<file path="src/rtl/kem_sample_ntt_pkg.sv">
// Shared ML-KEM types and constants.
// Sampler state, SHAKE128 block layout and field parameters.
package TYPES_KEM;

  localparam int          ML_KEM_LEN_Q = 12;
  localparam logic [11:0] ML_KEM_Q     = 12'd3329;
  localparam int          ML_KEM_N     = 256;

  localparam int SHAKE128_RATE_BYTES = 168;

  typedef logic [SHAKE128_RATE_BYTES-1:0][7:0] shake128_blk_t;

  typedef enum logic [1:0] {
    IDLE     = 2'd0,
    WAIT_BLK = 2'd1,
    PARSE    = 2'd2,
    DONE     = 2'd3
  } kem_sample_state_t;

endpackage

</file>
<file path="src/rtl/kem_sample_ntt_parse.sv">
// Candidate extractor for SampleNTT.
// Selects triplet k>>1 and forms the 12-bit candidate.
module kem_sample_ntt_parse
  import TYPES_KEM::*;
(
  input  shake128_blk_t           i_blk,
  input  logic [6:0]              i_k,
  output logic [ML_KEM_LEN_Q-1:0] o_d,
  output logic                    o_accept
);

  logic [7:0] w_t;
  logic [7:0] w_base;
  logic [7:0] w_b0;
  logic [7:0] w_b1;
  logic [7:0] w_b2;

  assign w_t    = {2'b00, i_k[6:1]};
  assign w_base = w_t * 8'd3;

  // Byte select for the current triplet.
  always_comb begin
    w_b0 = i_blk[w_base];
    w_b1 = i_blk[w_base + 8'd1];
    w_b2 = i_blk[w_base + 8'd2];
  end

  // Odd candidates use the high nibble of b1 and all of b2.
  always_comb begin
    o_d = '0;
    unique case (1'b1)
      i_k[0]:  o_d = {w_b2, w_b1[7:4]};
      default: o_d = {w_b1[3:0], w_b0};
    endcase
    o_accept = (o_d < ML_KEM_Q);
  end

endmodule

</file>
<file path="src/rtl/kem_sample_ntt.sv">
// SampleNTT rejection sampler.
// Turns SHAKE128 rate blocks into 256 coefficients < q.
module kem_sample_ntt
  import TYPES_KEM::*;
(
  input  logic                             clk_i,
  input  logic                             rst_i,
  input  logic                             start_i,
  input  logic                             blk_valid_i,
  input  logic [8*SHAKE128_RATE_BYTES-1:0] blk_i,
  output logic                             blk_ready_o,
  output logic                             coef_valid_o,
  input  logic                             coef_ready_i,
  output logic [ML_KEM_LEN_Q-1:0]          coef_o,
  output logic [7:0]                       coef_idx_o,
  output logic                             busy_o,
  output logic                             done_o
);

  localparam int          RATE_BYTES = SHAKE128_RATE_BYTES;
  localparam int          N_CAND     = 2 * RATE_BYTES / 3;
  localparam logic [6:0]  K_LAST     = 7'(N_CAND - 1);
  localparam logic [8:0]  N_LAST     = 9'(ML_KEM_N - 1);

  kem_sample_state_t r_state;
  shake128_blk_t     r_blk;
  logic [6:0]        r_k;
  logic [8:0]        r_n;

  logic [ML_KEM_LEN_Q-1:0] w_d;
  logic                    w_accept;
  logic                    w_valid;

  kem_sample_ntt_parse u_parse (
    .i_blk    (r_blk),
    .i_k      (r_k),
    .o_d      (w_d),
    .o_accept (w_accept)
  );

  // Block register: loaded only on the block handshake.
  always_ff @(posedge clk_i) begin
    if (r_state == WAIT_BLK && blk_valid_i) begin
      r_blk <= blk_i;
    end
  end

  // Sampler control: state, candidate index and accepted count.
  always_ff @(posedge clk_i) begin
    if (rst_i) begin
      r_state <= IDLE;
      r_k     <= '0;
      r_n     <= '0;
    end else begin
      unique case (r_state)
        IDLE: begin
          if (start_i) begin
            r_state <= WAIT_BLK;
            r_n     <= '0;
          end
        end
        WAIT_BLK: begin
          if (blk_valid_i) begin
            r_state <= PARSE;
            r_k     <= '0;
          end
        end
        PARSE: begin
          if (w_accept) begin
            if (coef_ready_i) begin
              r_n <= r_n + 9'd1;
              r_k <= r_k + 7'd1;
              if (r_n == N_LAST) begin
                r_state <= DONE;
              end else if (r_k == K_LAST) begin
                r_state <= WAIT_BLK;
              end
            end
          end else begin
            r_k <= r_k + 7'd1;
            if (r_k == K_LAST) begin
              r_state <= WAIT_BLK;
            end
          end
        end
        DONE: begin
          r_state <= IDLE;
        end
      endcase
    end
  end

  assign w_valid      = (r_state == PARSE) && w_accept;
  assign coef_valid_o = w_valid;
  assign coef_o       = w_valid ? w_d : '0;
  assign coef_idx_o   = w_valid ? r_n[7:0] : '0;
  assign blk_ready_o  = (r_state == WAIT_BLK);
  assign busy_o       = (r_state != IDLE);
  assign done_o       = (r_state == DONE);

endmodule

</file>
<file path="config.mk">
export PLATFORM = sky130hd
export DESIGN_NAME = kem_sample_ntt
export DESIGN_NICKNAME = d
export VERILOG_FILES = /design/src/rtl/kem_sample_ntt_pkg.sv /design/src/rtl/kem_sample_ntt_parse.sv /design/src/rtl/kem_sample_ntt.sv
export SDC_FILE = /design/constraint.sdc
export NUM_CORES = 2
export LEC_CHECK = 0
export ABC_CLOCK_PERIOD_IN_PS = 15730
export BUFFER_PORTS_ARGS = -buffer_cell sky130_fd_sc_hd__buf_2
export CAP_MARGIN = 15
export CORE_AREA = 4 4 540 542
export CTS_CLUSTER_DIAMETER = 80
export DETAILED_ROUTE_END_ITERATION = 8
export DIE_AREA = 0 0 544 546
export SLEW_MARGIN = 30
export SYNTH_ARGS = -nofsm -noshare
export SYNTH_HDL_FRONTEND = slang
export SYNTH_HIERARCHICAL = 1
export SYNTH_SLANG_ARGS = --single-unit
</file>
<file path="constraint.sdc">
create_clock -name clk_i -period 15.73 [get_ports clk_i]
set_input_delay 3.9325 -clock clk_i [delete_from_list [all_inputs] [get_ports clk_i]]
set_output_delay 3.9325 -clock clk_i [all_outputs]
set_load 0.05 [all_outputs]
</file>
==> impl_results.html <==
<table>
<tr><th>Metric</th><th>Value</th></tr>
<tr><th colspan="2">Status</th></tr>
<tr><td>Outcome</td><td>complete, no violations</td></tr>
<tr><th colspan="2">CTS</th></tr>
<tr><td>TritonCTS Buffers</td><td>166</td></tr>
<tr><td>Total setup buffers inserted after CTS</td><td>0</td></tr>
<tr><td>Clk Latency, worst-skew pair</td><td>850 ps</td></tr>
<tr><td>TritonCTS clock tree</td><td>done</td></tr>
<tr><td>Number of buffers between clock root and the deepest sink</td><td>4</td></tr>
<tr><td># H-tree levels</td><td>4</td></tr>
<tr><td>Post-cts hold buffer count</td><td>0</td></tr>
<tr><td>Resize count post-CTS</td><td>0</td></tr>
<tr><td>CTS Sinks</td><td>1362</td></tr>
<tr><td>Cell chosen for the clock root</td><td>sky130_fd_sc_hd__clkbuf_16</td></tr>
<tr><td>Clock-pin slew on the worst setup and hold paths</td><td>60 ps</td></tr>
<tr><th colspan="2">Worst hold path</th></tr>
<tr><td>Worst hold stages</td><td>2</td></tr>
<tr><td>Kind of path behind the tightest hold check</td><td>reg -&gt; reg</td></tr>
<tr><td>Min-Delay Endpoint</td><td>r_n[8]</td></tr>
<tr><td>Start point of the worst hold path</td><td>r_n[8]</td></tr>
<tr><th colspan="2">STA</th></tr>
<tr><td>Final worst path period need</td><td>13700 ps</td></tr>
<tr><td>Post-route clock period utilization</td><td>87.08%</td></tr>
<tr><td>Final-layout setup total negative slack</td><td>0 ps</td></tr>
<tr><td>Number of hold violations in the final report</td><td>0</td></tr>
<tr><td>Final setup violation count</td><td>0</td></tr>
<tr><td>Worst slew margin relative to its limit</td><td>30.68%</td></tr>
<tr><td>Pin slew with the least headroom to its limit</td><td>1040 ps</td></tr>
<tr><td>Post-Route Skew</td><td>40.04 ps</td></tr>
<tr><td>Highest Clock Rate</td><td>73.00 MHz</td></tr>
<tr><td>RSZ-0062 raised after global routing</td><td>no</td></tr>
<tr><td>Number of slew-limit violations in the final report</td><td>0</td></tr>
<tr><td>Fin worst setup slack</td><td>2032 ps</td></tr>
<tr><th colspan="2">Setup path</th></tr>
<tr><td>Minimum setup slack among reg-to-reg paths</td><td>6110 ps</td></tr>
<tr><td>Library cell contributing the largest single delay on the critical path</td><td>sky130_fd_sc_hd__fa_4</td></tr>
<tr><td>Worst path most repeated cell</td><td>sky130_fd_sc_hd__buf_4</td></tr>
<tr><td>CP required</td><td>11800 ps</td></tr>
<tr><td>Slowest stage delay, CP</td><td>1230 ps</td></tr>
<tr><td>Ordered list of cells on the worst path</td><td>ha_1 -&gt; fa_4 -&gt; buf_4 -&gt; buf_4 -&gt; nor2b_1 -&gt; o221ai_2 -&gt; a2111oi_4 -&gt; and2_4 -&gt; buf_4 -&gt; mux2i_1 -&gt; a32oi_1 -&gt; nand3_1 -&gt; nand4_1 -&gt; or4_1 -&gt; or4b_1 -&gt; nand4b_1 -&gt; and3_1 -&gt; buf_2</td></tr>
<tr><td>Critical Setup Path Class</td><td>reg -&gt; out</td></tr>
<tr><td>Beginning of the worst register-to-register path</td><td>r_k[1]</td></tr>
<tr><td>CP endpoint kind</td><td>output port</td></tr>
<tr><td>Terminus of the critical flop-to-flop path</td><td>r_k[0]</td></tr>
<tr><td>Worst endpoint data arrival time</td><td>9770 ps</td></tr>
<tr><td>Critical path peak fanout</td><td>28</td></tr>
<tr><td>CP startpoint kind</td><td>flip-flop</td></tr>
<tr><td>Worst Reg-to-Reg Cells</td><td>20</td></tr>
<tr><th colspan="2">Routing</th></tr>
<tr><td>DRT Wirelength</td><td>364100 um</td></tr>
<tr><td>Drt first pass iters</td><td>5</td></tr>
<tr><td>Detailed router's first-iteration violation count</td><td>6768</td></tr>
<tr><td>DRC errors left</td><td>0</td></tr>
<tr><td>Via count normalized by instance count</td><td>5.659</td></tr>
<tr><td>Number of antenna-violating nets in the routed design</td><td>0</td></tr>
<tr><td>DR vias</td><td>53.03k</td></tr>
<tr><td>Wirelength per Cell</td><td>38.85 um</td></tr>
<tr><th colspan="2">Yosys</th></tr>
<tr><td>Async S/R FF share, synth</td><td>0%</td></tr>
<tr><td>Warning count from the yosys run</td><td>6</td></tr>
<tr><td>Main flop type after synthesis</td><td>sky130_fd_sc_hd__edfxtp_1</td></tr>
<tr><td>Register bit count reported by yosys</td><td>1362</td></tr>
<tr><td>Cell area after synthesis</td><td>75510 um2</td></tr>
<tr><td>Count of mapped cells out of synthesis</td><td>4046</td></tr>
<tr><td>Post-synth EDFFs</td><td>1344</td></tr>
<tr><td>Synthesized net count</td><td>5407</td></tr>
<tr><td>Fraction of the yosys area taken by sequential cells</td><td>53.92%</td></tr>
<tr><td>Average cell area after synthesis</td><td>18.66 um2</td></tr>
<tr><td>Distinct cell type count after synthesis</td><td>99</td></tr>
<tr><th colspan="2">Floorplanning</th></tr>
<tr><td>Die height</td><td>546 um</td></tr>
<tr><td>Die Area</td><td>297000 um2</td></tr>
<tr><td>Horiz. Die Dim</td><td>544 um</td></tr>
<tr><td>CORE AREA</td><td>286900 um2</td></tr>
<tr><td>Effective utilization at floorplan</td><td>26.32%</td></tr>
<tr><td>Number of top-level pins</td><td>1373</td></tr>
<tr><td>Row count</td><td>197</td></tr>
<tr><th colspan="2">Final layout</th></tr>
<tr><td>Most frequent standard cell in the layout excluding fill and tap cells</td><td>sky130_fd_sc_hd__buf_2</td></tr>
<tr><td>Most frequent cells in the layout</td><td>sky130_fd_sc_hd__buf_2, sky130_fd_sc_hd__edfxtp_1, sky130_fd_sc_hd__mux4_2, sky130_fd_sc_hd__nand2_1, sky130_fd_sc_hd__clkbuf_16</td></tr>
<tr><td>Final cell count without fillers</td><td>9371</td></tr>
<tr><td>Post-synthesis to final-layout area growth</td><td>22.63%</td></tr>
<tr><td>Count of nets after finishing</td><td>6715</td></tr>
<tr><td>Fraction of final layout cells with drive strength greater than 1</td><td>55.02%</td></tr>
<tr><td>Final core utilization</td><td>32.27%</td></tr>
<tr><th colspan="2">Global route</th></tr>
<tr><td>Largest net degree at the start of global routing</td><td>171</td></tr>
<tr><td>Vias in the first global route</td><td>52.91k</td></tr>
<tr><td>First-pass GRT wire length</td><td>478200 um</td></tr>
<tr><td>Total global routing overflow</td><td>0</td></tr>
<tr><td>Antenna violations before repair</td><td>222</td></tr>
<tr><td>Global routing usage summed across all routing layers</td><td>23.67%</td></tr>
<tr><th colspan="2">Placed design</th></tr>
<tr><td>Detailed placement HPWL</td><td>286800 um</td></tr>
<tr><td>Post-place setup slack</td><td>2741 ps</td></tr>
<tr><td>Placed cell count</td><td>8964</td></tr>
<tr><td>Count of input and output buffers</td><td>1372</td></tr>
<tr><td>Routability congestion estimate</td><td>0.8803</td></tr>
<tr><th colspan="2">Power</th></tr>
<tr><td>Static Leakage</td><td>30.74 nW</td></tr>
<tr><td>Power density over the cells</td><td>95.30 nW/um2</td></tr>
<tr><td>Power Total</td><td>8.824 mW</td></tr>
<tr><td>Maximum resistive drop on vdd</td><td>0.08760 mV</td></tr>
<tr><th colspan="2">Run</th></tr>
<tr><td>Max-cap check violation count</td><td>0</td></tr>
</table>
[power by group]
part | total (mW) | internal [mW] | switching (mW)
Combinational | 0.618 | 0.294 | 0.323
Sequential | 4.30 | 4.18 | 0.120
Clock | 3.90 | 2.28 | 1.62
[sequential cells by signal, summed over array words and instances, names as in the netlist]
name and flops:
r_k 7, r_blk 1344, r_state 2, r_n 9
[critical path: cells and delay by family (launching register included)]
family	cells	cell delay, ps
fa+ha+maj	2	1600
mux	1	270
compound gates	3	790
buf+inv	4	1750
flops	1	480
simple gates	8	3940
[how the worst max path moves through the flow]
stage	slack, ps	end	start
final	2030	coef_o[9]	r_k[1]
after global routing	1560	coef_o[9]	r_k[1]
after CTS	1830	coef_idx_o[2]	r_k[1]
after detailed placement	2740	coef_idx_o[2]	r_k[1]
after global placement	2940	coef_idx_o[2]	r_k[1]
after floorplan	1750	r_k[2]	blk_valid_i
[area by class of cell]
cell class / instances / area (um2)
clock inverter: 104 / 1206
clock buffer: 188 / 4258
antenna: 112 / 280.3
sequential: 1362 / 40720
multi-input combinational: 2309 / 33220
fill: 27850 / 194300
tap: 3781 / 4731
inverter: 7 / 27.53
timing repair buffer: 1508 / 8155
[routing by layer]
metal	share of wire, %	global-route usage, %	vias to the layer above
met2	48	38.85	3863
li1	-	-	20570
met1	38	30.39	27770
met4	3.9	7.757	128
met3	10	6.265	711
met5	0.22	0	-
[cell families after synthesis]
kind of cell	count (synthesis)	share of synthesized area, %
AO/OA/AOI/OAI	335	3.110
AND/OR/NAND/NOR	623	3.927
adder cells (fa/ha/maj)	12	0.2088
buffers and inverters	375	2.595
XOR/XNOR	23	0.3215
multiplexers	1316	35.91
flip-flops	1362	53.92
[cell usage after synthesis, types with 18 or more instances]
library cell	number	area share, %
sky130_fd_sc_hd__buf_2	138	0.91
sky130_fd_sc_hd__nand3_1	71	0.47
sky130_fd_sc_hd__nor3_1	47	0.31
sky130_fd_sc_hd__a21oi_1	48	0.32
sky130_fd_sc_hd__buf_1	48	0.24
sky130_fd_sc_hd__clkbuf_1	93	0.46
sky130_fd_sc_hd__a211oi_1	22	0.22
sky130_fd_sc_hd__mux2i_1	136	1.8
sky130_fd_sc_hd__and3_1	45	0.37
sky130_fd_sc_hd__nand4_1	23	0.19
sky130_fd_sc_hd__dfxtp_1	18	0.48
sky130_fd_sc_hd__nand2_1	279	1.4
sky130_fd_sc_hd__o22ai_1	61	0.51
sky130_fd_sc_hd__nor2_1	73	0.36
sky130_fd_sc_hd__o21ai_0	57	0.38
sky130_fd_sc_hd__edfxtp_1	1344	53
sky130_fd_sc_hd__mux4_2	1106	33
sky130_fd_sc_hd__buf_4	78	0.78
sky130_fd_sc_hd__mux2_2	71	1.1
[stage by stage]
| step | cell area [um2] | hold slack [ps] |
|---|---|---|
| after floorplan | 75510 | 452.6 |
| after global placement | 86750 | 476.8 |
| after detailed placement | 86800 | 522.0 |
| after CTS | 92260 | 536.8 |
| after global routing | 92440 | 566.1 |
| final | 92600 | 524.7 |
Power figures use the tool's default switching activity.
